<file path="config.mk">
export PLATFORM = sky130hd
export DESIGN_NAME = led_sequencer
export DESIGN_NICKNAME = d
export VERILOG_FILES = /design/src/rtl/led_seq_pkg.sv /design/src/rtl/led_seq_presc.sv /design/src/rtl/led_sequencer.sv
export SDC_FILE = /design/constraint.sdc
export NUM_CORES = 1
export LEC_CHECK = 0
export ABC_CLOCK_PERIOD_IN_PS = 3000
export BUFFER_PORTS_ARGS = -buffer_cell sky130_fd_sc_hd__buf_2
export CORE_UTILIZATION = 29
export DETAILED_ROUTE_END_ITERATION = 12
export PLACE_DENSITY = 0.61
export SYNTH_ARGS = -nofsm -noshare
export SYNTH_HDL_FRONTEND = slang
export SYNTH_HIERARCHICAL = 1
export SYNTH_SLANG_ARGS = --single-unit
</file>
<file path="constraint.sdc">
create_clock -name clk -period 3 [get_ports clk]
set_clock_uncertainty 0.05 [all_clocks]
set_input_delay 0.3 -clock clk [delete_from_list [all_inputs] [get_ports clk]]
set_output_delay 0.3 -clock clk [all_outputs]
set_load 0.005 [all_outputs]
</file>
<file path="src/rtl/led_seq_pkg.sv">
// led_seq_pkg: shared constants for the LED sequencer.
//   MODE_*  : 2-bit pattern mode encodings driven on led_sequencer.mode
//   PWM_W   : width of the PWM counter and of the duty input
//   dir_e   : bounce direction
package led_seq_pkg;
    localparam logic [1:0] MODE_ROT_L  = 2'd0;
    localparam logic [1:0] MODE_ROT_R  = 2'd1;
    localparam logic [1:0] MODE_BOUNCE = 2'd2;
    localparam logic [1:0] MODE_COUNT  = 2'd3;
    localparam int PWM_W = 8;
    typedef enum logic {DIR_LEFT, DIR_RIGHT} dir_e;
endpackage

</file>
<file path="src/rtl/led_seq_presc.sv">
// led_seq_presc: programmable prescaler producing one tick every period+1 enabled cycles.
//   clk, rst_n : clock, synchronous active-low reset
//   en         : advance the counter when high
//   clr        : force count to 0 and suppress the tick (mode-change reload)
//   period     : terminal count; tick when count >= period
//   count      : current prescaler value
//   tick       : combinational strobe, high when this edge wraps the counter
module led_seq_presc
    import led_seq_pkg::*;
#(
    parameter int PRESC_W = 27
) (
    input  logic               clk,
    input  logic               rst_n,
    input  logic               en,
    input  logic               clr,
    input  logic [PRESC_W-1:0] period,
    output logic [PRESC_W-1:0] count,
    output logic               tick
);
    // >= rather than == so that lowering period below count wraps immediately
    assign tick = en && !clr && (count >= period);

    always_ff @(posedge clk) begin
        if (!rst_n || clr || tick)
            count <= '0;
        else if (en)
            count <= count + PRESC_W'(1);
    end
endmodule

</file>
<file path="src/rtl/led_sequencer.sv">
// led_sequencer: LED pattern generator (rotate left/right, bounce, binary count).
//   clk, rst_n : clock, synchronous active-low reset
//   en         : 1 = run, 0 = freeze prescaler and pattern
//   mode       : MODE_ROT_L / MODE_ROT_R / MODE_BOUNCE / MODE_COUNT
//   period     : one pattern step every period+1 cycles
//   duty       : PWM brightness, only used when LED_SEQ_PWM_EN is defined
//   led        : pattern, PWM-gated when LED_SEQ_PWM_EN is defined
//   step       : registered pulse, high in the cycle the pattern updates
//   count      : prescaler value
// Optional feature: define LED_SEQ_PWM_EN to build the PWM brightness gate.
module led_sequencer
    import led_seq_pkg::*;
#(
    parameter int WIDTH   = 8,
    parameter int PRESC_W = 27
) (
    input  logic               clk,
    input  logic               rst_n,
    input  logic               en,
    input  logic [1:0]         mode,
    input  logic [PRESC_W-1:0] period,
    input  logic [PWM_W-1:0]   duty,
    output logic [WIDTH-1:0]   led,
    output logic               step,
    output logic [PRESC_W-1:0] count
);
    logic [WIDTH-1:0] pattern, pattern_nxt;
    dir_e             dir, dir_nxt;
    logic [1:0]       mode_q;
    logic             tick;
    logic             reload;

    // A mode change restarts everything and outranks both tick and en
    assign reload = mode != mode_q;

    led_seq_presc #(.PRESC_W(PRESC_W)) presc (
        .clk    (clk),
        .rst_n  (rst_n),
        .en     (en),
        .clr    (reload),
        .period (period),
        .count  (count),
        .tick   (tick)
    );

    always_comb begin
        pattern_nxt = pattern;
        dir_nxt     = dir;
        case (mode_q)
            MODE_ROT_L: pattern_nxt = {pattern[WIDTH-2:0], pattern[WIDTH-1]};
            MODE_ROT_R: pattern_nxt = {pattern[0], pattern[WIDTH-1:1]};
            MODE_BOUNCE: begin
                pattern_nxt = (dir == DIR_LEFT) ? pattern << 1 : pattern >> 1;
                // flip as the bit lands on an end so it is never held there twice
                dir_nxt = pattern_nxt[WIDTH-1] ? DIR_RIGHT :
                          pattern_nxt[0]       ? DIR_LEFT  : dir;
            end
            default: pattern_nxt = pattern + WIDTH'(1);
        endcase
    end

    always_ff @(posedge clk) begin
        if (!rst_n || reload) begin
            mode_q  <= mode;
            pattern <= WIDTH'(1);
            dir     <= DIR_LEFT;
            step    <= 1'b0;
        end else begin
            step <= tick;
            if (tick) begin
                pattern <= pattern_nxt;
                dir     <= dir_nxt;
            end
        end
    end

`ifdef LED_SEQ_PWM_EN
    logic [PWM_W-1:0] pwm_cnt;

    always_ff @(posedge clk) begin
        if (!rst_n)
            pwm_cnt <= '0;
        else
            pwm_cnt <= pwm_cnt + PWM_W'(1);
    end

    assign led = pattern & {WIDTH{pwm_cnt < duty}};
`else
    logic duty_unused;
    assign duty_unused = ^duty;
    assign led = pattern;
`endif
endmodule

</file>
==> metrics.cfg <==
[outcome]
status = complete, no violations

[worst_setup_path]
endpoint_kind = register
required_ns = 3.13
path_max_fanout = 6
start_kind = register
path_class = register to register
arrival_ns = 2.71

[timing]
relSlewSlack = 0.534
setup_tns_ns = 0
report.final.slew_viol_count = 0
fmax_mhz = 388
worst_pin_slew_ns = 0.694
hold_viol_final = 0
fin_crit_ns = 2.58
rsz0062_at_grt = false
setup_viol = 0
fin_crit_sh = 0.860

[route]
routed_via_density = 4.97
initialDrtViolationCount = 97
ant_nets = 0
routed_wl_um = 6380
drc = 0
dr.pass1.iters = 4
vias = 2451
wire_per_inst_um = 12.9

[clocking]
h-tree-depth = 2
cts_tree = yes
postCtsSetupRepairBufs = 0
cts_hold_buf = 0
cts-root-buf = clkbuf_8
cts_buffer_depth = 2
cts.sinks = 39
worstSkewPairLatency_ns = 0.29
cts_resized = 0
cts_buffers = 5
clk_pin_slew_ns = 0.08

[yosys]
synth_cells = 314
synth_top_family_by_area = simple AND/OR/NAND/NOR gates
avgSynthCellArea_um2 = 8.42
synthMuxAreaShare = 0.0284
synth_warnings = 6
synth_edf_count = 2
synth_xor_area_frac = 0.0927
synth_compound_area_frac = 0.139
netlist.area_leader.share = 0.280
synth-seq-cells = 39
synth_seq_area_share = 0.303
synthSimpleGateAreaFrac = 0.232
synth_top_flop_cell = dfxtp_1
synth_top_area_cell = dfxtp_1
syn_area_um2 = 2650
synthesis.nets = 383
synth_area_leaders = dfxtp_1 (28%), ha_1 (14%), xor2_1 (7.3%)
yosysUniqueCellTypes = 50
synth_adder_area_share = 0.137
async_reset_ff_frac = 0

[final_layout]
nNetsFinal = 453
area_growth_syn_to_layout_pct = 20.8
drive_above_1_share = 0.268
diodes = 0

[die]
ioPinCount = 76
die_w_um = 97.5
die_y_um = 97.5
start_util = 0.302
die-area_um2 = 9510
row_count = 34
core_area_um2 = 8760

[power_and_ir_drop]
powerDensity_nw_per_um2 = 313
p_leak_nw = 1.45
ir_drop_uv = 147
p_sw_frac = 0.264
power.internal_uw = 735
share_comb_of_total_power = 0.110
clkPwrFrac = 0.358
finalPower_uw = 999
p_sw_uw = 264
pwr-share-seq = 0.532

[min_path]
hold_path.class = input pin to register

[global_routing]
grt_overflow = 0
grt_pass1_wl_um = 11100
track_usage = 0.142
grt_max_degree = 18
antenna_found_initial = 0
grt_pass1_vias = 2339

[placed_design]
gp_congestion = 0.860
portBuffers = 67
dp_hpwl_um = 5000

[flow_run]
max_cap_viol_count = 0

## final timing paths
| kind | from | to | slack, ns | cells after the start |
|---|---|---|---|---|
| worst max-delay path | presc/count[4] | led[4] | 0.42 | 9 |
| worst min-delay path | mode[0] | mode_q[0] | 0.16 | 1 |
| worst max register to register | presc/count[4] | led[4] | 0.42 | 9 |
| worst min register to register | dir | dir | 0.46 | 2 |
## critical path, cell delays in order, from the launching register on
cell and delay [ns]:
dfxtp_1 0.44, ha_1 0.29, a21oi_1 0.12, o21ai_0 0.13, a2111o_1 0.44, a22oi_2 0.30, o21ai_0 0.16, inv_1 0.20
nor2_1 0.11, a32o_1 0.22
## through the flow
step | instance area (um2) | instances | hold slack [ns] | utilization | setup WS, ns
3_5_place_dp | 3110 | 485 | 0.447 | 0.355 | 0.416
4_1_cts | 3190 | 493 | 0.151 | 0.365 | 0.387
2_1_floorplan | 2650 | 314 | 0.349 | - | 0.699
6_report | 3190 | 493 | 0.159 | 0.365 | 0.420
3_3_place_gp | 3110 | 485 | 0.414 | 0.355 | 0.454
5_1_grt | 3190 | 493 | 0.150 | 0.365 | 0.132
## cell usage after synthesis (2+ instances only)
cell / number
dfxtp_1: 37
nor3_1: 4
o221ai_1: 4
edfxtp_1: 2
xor2_1: 22
nor2b_1: 2
nor4_1: 2
nand4_1: 15
clkbuf_1: 3
and4_2: 2
and3_1: 5
mux2i_1: 3
nor2_1: 26
a32o_1: 2
nand2_1: 23
buf_6: 2
buf_2: 2
inv_1: 33
a211oi_1: 2
mux2_2: 4
a21oi_1: 17
o21ai_0: 12
nand2b_1: 3
nand3_1: 15
nor2_2: 11
xnor2_1: 6
ha_1: 29
and4_1: 2
a221o_1: 3
## registers in the layout (all words and copies together) (netlist names)
name	cells
led	8
step	1
mode_q	2
dir	1
presc/count	27
## final cells by class
cell class	count	area (um2)
Clock buffer	5	68.8
Clock inverter	3	18.8
Fill cell	903	5570
Inverter	34	128
Multi-Input combinational cell	233	1670
Sequential cell	39	801
Tap cell	108	135
Timing Repair Buffer	71	378
## cell usage in the layout (no fill, tap or decap), types with 2 or more instances in the layout
cell type	instances
a211oi_1	2
a21oi_1	17
a221o_1	3
a32o_1	2
and3_1	5
and4_1	2
and4_2	2
buf_2	67
buf_4	3
clkbuf_8	5
dfxtp_1	37
edfxtp_1	2
ha_1	29
inv_1	33
mux2_2	4
mux2i_1	3
nand2_1	23
nand2b_1	3
nand3_1	15
nand4_1	15
nor2_1	26
nor2_2	11
nor2b_1	2
nor3_1	4
nor4_1	2
o21ai_0	12
o221ai_1	4
xnor2_1	6
xor2_1	22
## metal layers
| layer | wire length, um | GRT usage |
|---|---|---|
| met2 | 2890 | 0.224 |
| met5 | 0 | 0 |
| met4 | 41 | 0.0419 |
| met3 | 369 | 0.0324 |
| met1 | 3080 | 0.191 |
## cells by family after synthesis
kind of cell | count (synthesis)
XOR/XNOR | 28
multiplexers | 7
flip-flops | 39
buffers and inverters | 42
AO/OA/AOI/OAI | 52
AND/OR/NAND/NOR | 117
adder cells (fa/ha/maj) | 29
## power groups by stage
stage               combinational [mW]  sequential (mW)  clock, mW
floorplan                       0.0755            0.540          0
global placement                 0.109            0.544          0
detailed placement               0.111            0.544          0
CTS                              0.111            0.532      0.372
global route                     0.125            0.533      0.401
finish                           0.110            0.532      0.357
(Power assumes the default switching activity.)
